### src/rtl/seg7_scan_if.sv
// rtl/seg7_scan_if.sv - digit load/control inputs and display drive outputs of seg7_scan
interface seg7_scan_if;
  logic       load;
  logic [3:0] ones0;
  logic [3:0] tens0;
  logic [3:0] ones1;
  logic [3:0] tens1;
  logic       blank_lz;
  logic [3:0] an;
  logic [6:0] seg;
  logic       frame;

  modport master (
    output load, ones0, tens0, ones1, tens1, blank_lz,
    input  an, seg, frame
  );

  modport slave (
    input  load, ones0, tens0, ones1, tens1, blank_lz,
    output an, seg, frame
  );
endinterface

### src/rtl/seg7_scan.sv
// rtl/seg7_scan.sv - four-digit common-anode seven-segment scanner with shadowed BCD digits
module seg7_scan #(
  parameter int DIV = 50000
) (
  input  logic        clk,
  input  logic        rst_n,
  seg7_scan_if.slave  bus
);

  localparam int            CW      = (DIV > 1) ? $clog2(DIV) : 1;
  localparam logic [CW-1:0] CNT_MAX = CW'(DIV - 1);

  logic [CW-1:0] cnt_q, cnt_d;
  logic [1:0]    idx_q, idx_d;
  logic [3:0]    s_o0_q, s_o0_d, s_t0_q, s_t0_d;
  logic [3:0]    s_o1_q, s_o1_d, s_t1_q, s_t1_d;
  logic          wrap_q, wrap_d;
  logic [3:0]    an_q, an_d;
  logic [6:0]    seg_q, seg_d;
  logic          frame_q, frame_d;
  logic          tick;
  logic [3:0]    val;

  function automatic logic [6:0] decode(input logic [3:0] v);
    case (v)
      4'd0:    decode = 7'b1000000;
      4'd1:    decode = 7'b1111001;
      4'd2:    decode = 7'b0100100;
      4'd3:    decode = 7'b0110000;
      4'd4:    decode = 7'b0011001;
      4'd5:    decode = 7'b0010010;
      4'd6:    decode = 7'b0000010;
      4'd7:    decode = 7'b1111000;
      4'd8:    decode = 7'b0000000;
      4'd9:    decode = 7'b0010000;
      default: decode = 7'b0111111;
    endcase
  endfunction

  always_comb begin
    tick   = (cnt_q == CNT_MAX);
    cnt_d  = tick ? '0 : cnt_q + 1'b1;
    idx_d  = tick ? idx_q + 2'd1 : idx_q;
    s_o0_d = bus.load ? bus.ones0 : s_o0_q;
    s_t0_d = bus.load ? bus.tens0 : s_t0_q;
    s_o1_d = bus.load ? bus.ones1 : s_o1_q;
    s_t1_d = bus.load ? bus.tens1 : s_t1_q;
    // wrap_q marks that idx has just returned to 0; frame lands with the digit-0 output one edge later
    wrap_d  = tick && (idx_q == 2'd3);
    frame_d = wrap_q;

    case (idx_q)
      2'd0:    val = s_o0_q;
      2'd1:    val = s_t0_q;
      2'd2:    val = s_o1_q;
      default: val = s_t1_q;
    endcase

    if (bus.blank_lz && idx_q[0] && (val == 4'd0)) begin
      an_d  = 4'b1111;
      seg_d = 7'b1111111;
    end else begin
      an_d  = ~(4'b0001 << idx_q);
      seg_d = decode(val);
    end
  end

  always_ff @(posedge clk or negedge rst_n) begin
    if (!rst_n) begin
      cnt_q   <= '0;
      idx_q   <= 2'd0;
      s_o0_q  <= 4'd0;
      s_t0_q  <= 4'd0;
      s_o1_q  <= 4'd0;
      s_t1_q  <= 4'd0;
      wrap_q  <= 1'b0;
      an_q    <= 4'b1111;
      seg_q   <= 7'b1111111;
      frame_q <= 1'b0;
    end else begin
      cnt_q   <= cnt_d;
      idx_q   <= idx_d;
      s_o0_q  <= s_o0_d;
      s_t0_q  <= s_t0_d;
      s_o1_q  <= s_o1_d;
      s_t1_q  <= s_t1_d;
      wrap_q  <= wrap_d;
      an_q    <= an_d;
      seg_q   <= seg_d;
      frame_q <= frame_d;
    end
  end

  assign bus.an    = an_q;
  assign bus.seg   = seg_q;
  assign bus.frame = frame_q;

endmodule

### src/flat_wrapper.sv
// flat-port wrapper written by rule: the top's interface ports become plain ports
module seg7_scan_flat 
#(
  parameter int DIV = 50000
)
  (clk, rst_n, bus_load, bus_ones0, bus_tens0, bus_ones1, bus_tens1, bus_blank_lz, bus_an, bus_seg, bus_frame);
  seg7_scan_if bus_i ();
  input  logic clk;
  input  logic rst_n;
  input wire logic [$bits(bus_i.load)-1:0] bus_load;
  input wire logic [$bits(bus_i.ones0)-1:0] bus_ones0;
  input wire logic [$bits(bus_i.tens0)-1:0] bus_tens0;
  input wire logic [$bits(bus_i.ones1)-1:0] bus_ones1;
  input wire logic [$bits(bus_i.tens1)-1:0] bus_tens1;
  input wire logic [$bits(bus_i.blank_lz)-1:0] bus_blank_lz;
  output wire logic [$bits(bus_i.an)-1:0] bus_an;
  output wire logic [$bits(bus_i.seg)-1:0] bus_seg;
  output wire logic [$bits(bus_i.frame)-1:0] bus_frame;
  assign bus_i.load = bus_load;
  assign bus_i.ones0 = bus_ones0;
  assign bus_i.tens0 = bus_tens0;
  assign bus_i.ones1 = bus_ones1;
  assign bus_i.tens1 = bus_tens1;
  assign bus_i.blank_lz = bus_blank_lz;
  assign bus_an = bus_i.an;
  assign bus_seg = bus_i.seg;
  assign bus_frame = bus_i.frame;
  seg7_scan #(.DIV(DIV)) u_core (.clk(clk), .rst_n(rst_n), .bus(bus_i));
endmodule
### config.mk
export PLATFORM = sky130hd
export DESIGN_NAME = seg7_scan_flat
export DESIGN_NICKNAME = d
export VERILOG_FILES = /design/src/rtl/seg7_scan_if.sv /design/src/rtl/seg7_scan.sv /design/src/flat_wrapper.sv
export SDC_FILE = /design/constraint.sdc
export NUM_CORES = 1
export LEC_CHECK = 0
export BUFFER_PORTS_ARGS = -buffer_cell sky130_fd_sc_hd__buf_2
export CORE_MARGIN = 2
export CORE_UTILIZATION = 56
export DETAILED_ROUTE_END_ITERATION = 8
export PLACE_DENSITY_LB_ADDON = 0.25
export SYNTH_ARGS = -nofsm -noshare
export SYNTH_HDL_FRONTEND = slang
export SYNTH_SLANG_ARGS = --single-unit
### constraint.sdc
create_clock -name clk -period 2.69 [get_ports clk]
set_input_delay 0.269 -clock clk [delete_from_list [all_inputs] [get_ports clk]]
set_output_delay 0.269 -clock clk [all_outputs]
set_load 0.05 [all_outputs]
==> impl_metrics.yaml <==
sta:
  slew_headroom: 0.333
  tightest_slew_ps: 1000
  finalHoldViolCount: 0
  fin_crit_ps: 2420
  fmax_ghz: 0.413
  slew_viol_final: 0
  period_share: 0.901
  finalSetupTns_ps: 0
  setup_viol: 0
  grt_setup_unrepaired: "false"
  clock_skew_ps: 9.05
critical_path:
  r2r-start: "u_core.idx_q[0]"
  path_cells: "inv_1, ha_1, a222oi_1, mux2i_1, inv_1, ha_1, nand3_1, a21o_1, a211oi_1"
  cp-end-kind: "flip-flop"
  max_stage_delay_ps: 450
  worst_r2r_endpoint: "u_core.bus.seg[3]"
  path_class: "flip-flop to flip-flop"
  cp.required_ps: 2900
  worstPathMaxFanout: 6
  worst_path_max_delay_cell: "dfrtp_1"
  arrival_ps: 2640
  start_kind: "flip-flop"
  r2r_setup_slack_ps: 270
  reg2reg_depth: 9
finish:
  final_util: 0.668
  final_nets: 238
  n_antenna_cell: 0
  fin_cells: 258
  drive_above_1_share: 0.324
  area_growth_syn_to_layout_pct: 14.2
cts:
  cts_tree: "yes"
  clockRootBuffer: "clkbuf_8"
  cts_resized: 0
  clockBufferDepth: 2
  cts-buffers-inserted: 5
  clock_sinks: 47
  post-cts-setup-buffers: 0
  clkSlewWorstSetupHoldPaths_ps: 80
  postCtsHoldBufs: 0
  clkLatencyLatePin_ps: 290
  htree_levels: 2
die:
  core_mm2: 0.00366
  initial_core_util: 0.585
  num_io_pins: 32
  die_area_mm2: 0.00433
  die_y_um: 65.8
  die_x_um: 65.8
  rows: 22
synth:
  syn_avg_cell_area_um2: 12.2
  synth_flop_cell: "dfrtp_1"
  syn_nets: 205
  synth_cell_types: 38
  netlist_top_cells_area: "dfrtp_1, dfstp_2, mux2_2"
  synth-edff-count: 0
  synth_top_area_frac: 0.421
  synth-seq-cells: 47
  synth.cell_area_mm2: 0.00214
  synth.largest_area_cell: "dfrtp_1"
  netlist_instances: 176
  async_flop_share: 1.00
  synth-warning-count: 0
  synth_seq_area_share: 0.556
drt:
  dr.pass1.iters: 4
  viasPerCell: 5.34
  routed_wirelength_mm: 3.54
  route.detailed.drc: 0
  drtIter0Drc: 60
  vias: 1378
  wire_per_inst_um: 13.7
  antenna_left: 0
placement:
  gp_congestion: 0.875
  dp_hpwl_mm: 2.51
  dp_cells: 250
  io_buffers: 31
hold_path:
  hold_path_class: "primary input to async pin"
power:
  p_leak_uw: 0.00117
  power_uw: 1490
  cellPowerDensity_mw_per_mm2: 611
  ir_drop_uv: 331
global_route:
  grt_overflow_total: 0
  grt_pass1_vias: 1339
  grt_max_degree: 48
  antenna_found_initial: 0
  grt_usage: 0.188
  grt_pass1_wl_mm: 6.07
run_status:
  status: "finished clean"
flow_run:
  cap_viol_max_count: 0
[worst max-delay path by stage]
stage,start,endpoint,slack [ps],cells after the start
4_1_cts,u_core.idx_q[0],u_core.bus.seg[0],250,9
3_3_place_gp,u_core.idx_q[0],u_core.bus.seg[0],450,9
3_5_place_dp,u_core.idx_q[0],u_core.bus.seg[3],270,9
2_1_floorplan,u_core.idx_q[0],u_core.bus.seg[0],620,9
5_1_grt,u_core.idx_q[0],u_core.bus.seg[0],50,9
6_report,u_core.idx_q[0],u_core.bus.seg[3],270,9
[power by group]
part,leakage [uW],switching [uW],internal (uW)
clock network,0.0000612,218,301
registers,0.000569,15.5,759
logic,0.000538,133,66.7
total,0.00117,366,1130
[sequential cells by signal, summed over array words and instances (netlist names)]
signal            flops
u_core.cnt_q         16
u_core.idx_q          2
u_core.bus.an         4
u_core.s_o0_q         4
u_core.s_o1_q         4
u_core.bus.frame      1
u_core.s_t0_q         4
u_core.frame_d        1
u_core.bus.seg        7
u_core.s_t1_q         4
[worst max-delay path, delay by kind of cell, from the launching register on]
| family | cells | cell delay [ps] |
|---|---|---|
| flops | 1 | 450 |
| compound gates | 3 | 800 |
| mux | 1 | 250 |
| simple gates | 1 | 140 |
| buf+inv | 2 | 240 |
| fa+ha+maj | 2 | 460 |
[placed cells by master, fill, tap and decap left out, drive strengths merged, types with 4 or more instances in the layout]
master,count
buf,31
clkbuf,6
dfrtp,36
dfstp,11
ha,9
inv,12
mux2,15
mux2i,6
nand2,8
nand3,7
nor2,12
nor3,4
o21ai,5
xnor2,9
xor2,5
[logic make-up (layout without fill, tap and decap cells)]
kind of cell,count (synthesis),after routing,synth area share
buf+inv,17,51,0.0345
fa+ha+maj,9,9,0.0526
xor+xnor,14,14,0.0573
mux,21,21,0.107
flops,47,47,0.556
simple gates,51,51,0.137
compound gates,17,17,0.0561
[cell usage after synthesis (all sizes together), types with 3 or more instances]
| master | count |
|---|---|
| a222oi | 3 |
| and3 | 3 |
| buf | 3 |
| dfrtp | 36 |
| dfstp | 11 |
| ha | 9 |
| inv | 12 |
| mux2 | 15 |
| mux2i | 6 |
| nand2 | 8 |
| nand3 | 7 |
| nor2 | 12 |
| nor3 | 4 |
| nor4 | 3 |
| o21ai | 5 |
| xnor2 | 9 |
| xor2 | 5 |
[metal layers]
layer | global-route usage | vias to the layer above | routed length (um) | share of wire
li1 | - | 680 | - | -
met1 | 0.252 | 660 | 1680 | 0.48
met2 | 0.295 | 34 | 1650 | 0.47
met3 | 0.0392 | 4 | 164 | 0.046
met4 | 0.0833 | 0 | 40 | 0.011
met5 | 0 | - | 0 | 0
[cell type report]
type | instances | area (um^2)
flip-flops and latches | 47 | 1190
fillers | 294 | 1220
multi-input cells | 112 | 877
clock inverters | 2 | 35.0
inverters | 12 | 45.0
repair buffers | 31 | 155
well taps | 48 | 60.1
clock buffers | 6 | 82.6
[metrics by stage]
stage / area (um^2) / worst slack [ps] / hold slack (ps)
floorplan: 2140 / 619 / -26.6
global placement: 2330 / 454 / 334
detailed placement: 2330 / 272 / 348
CTS: 2440 / 250 / 168
global route: 2440 / 46.6 / 178
finish: 2440 / 267 / 142
Note: power is estimated with default switching activity, not from simulation.
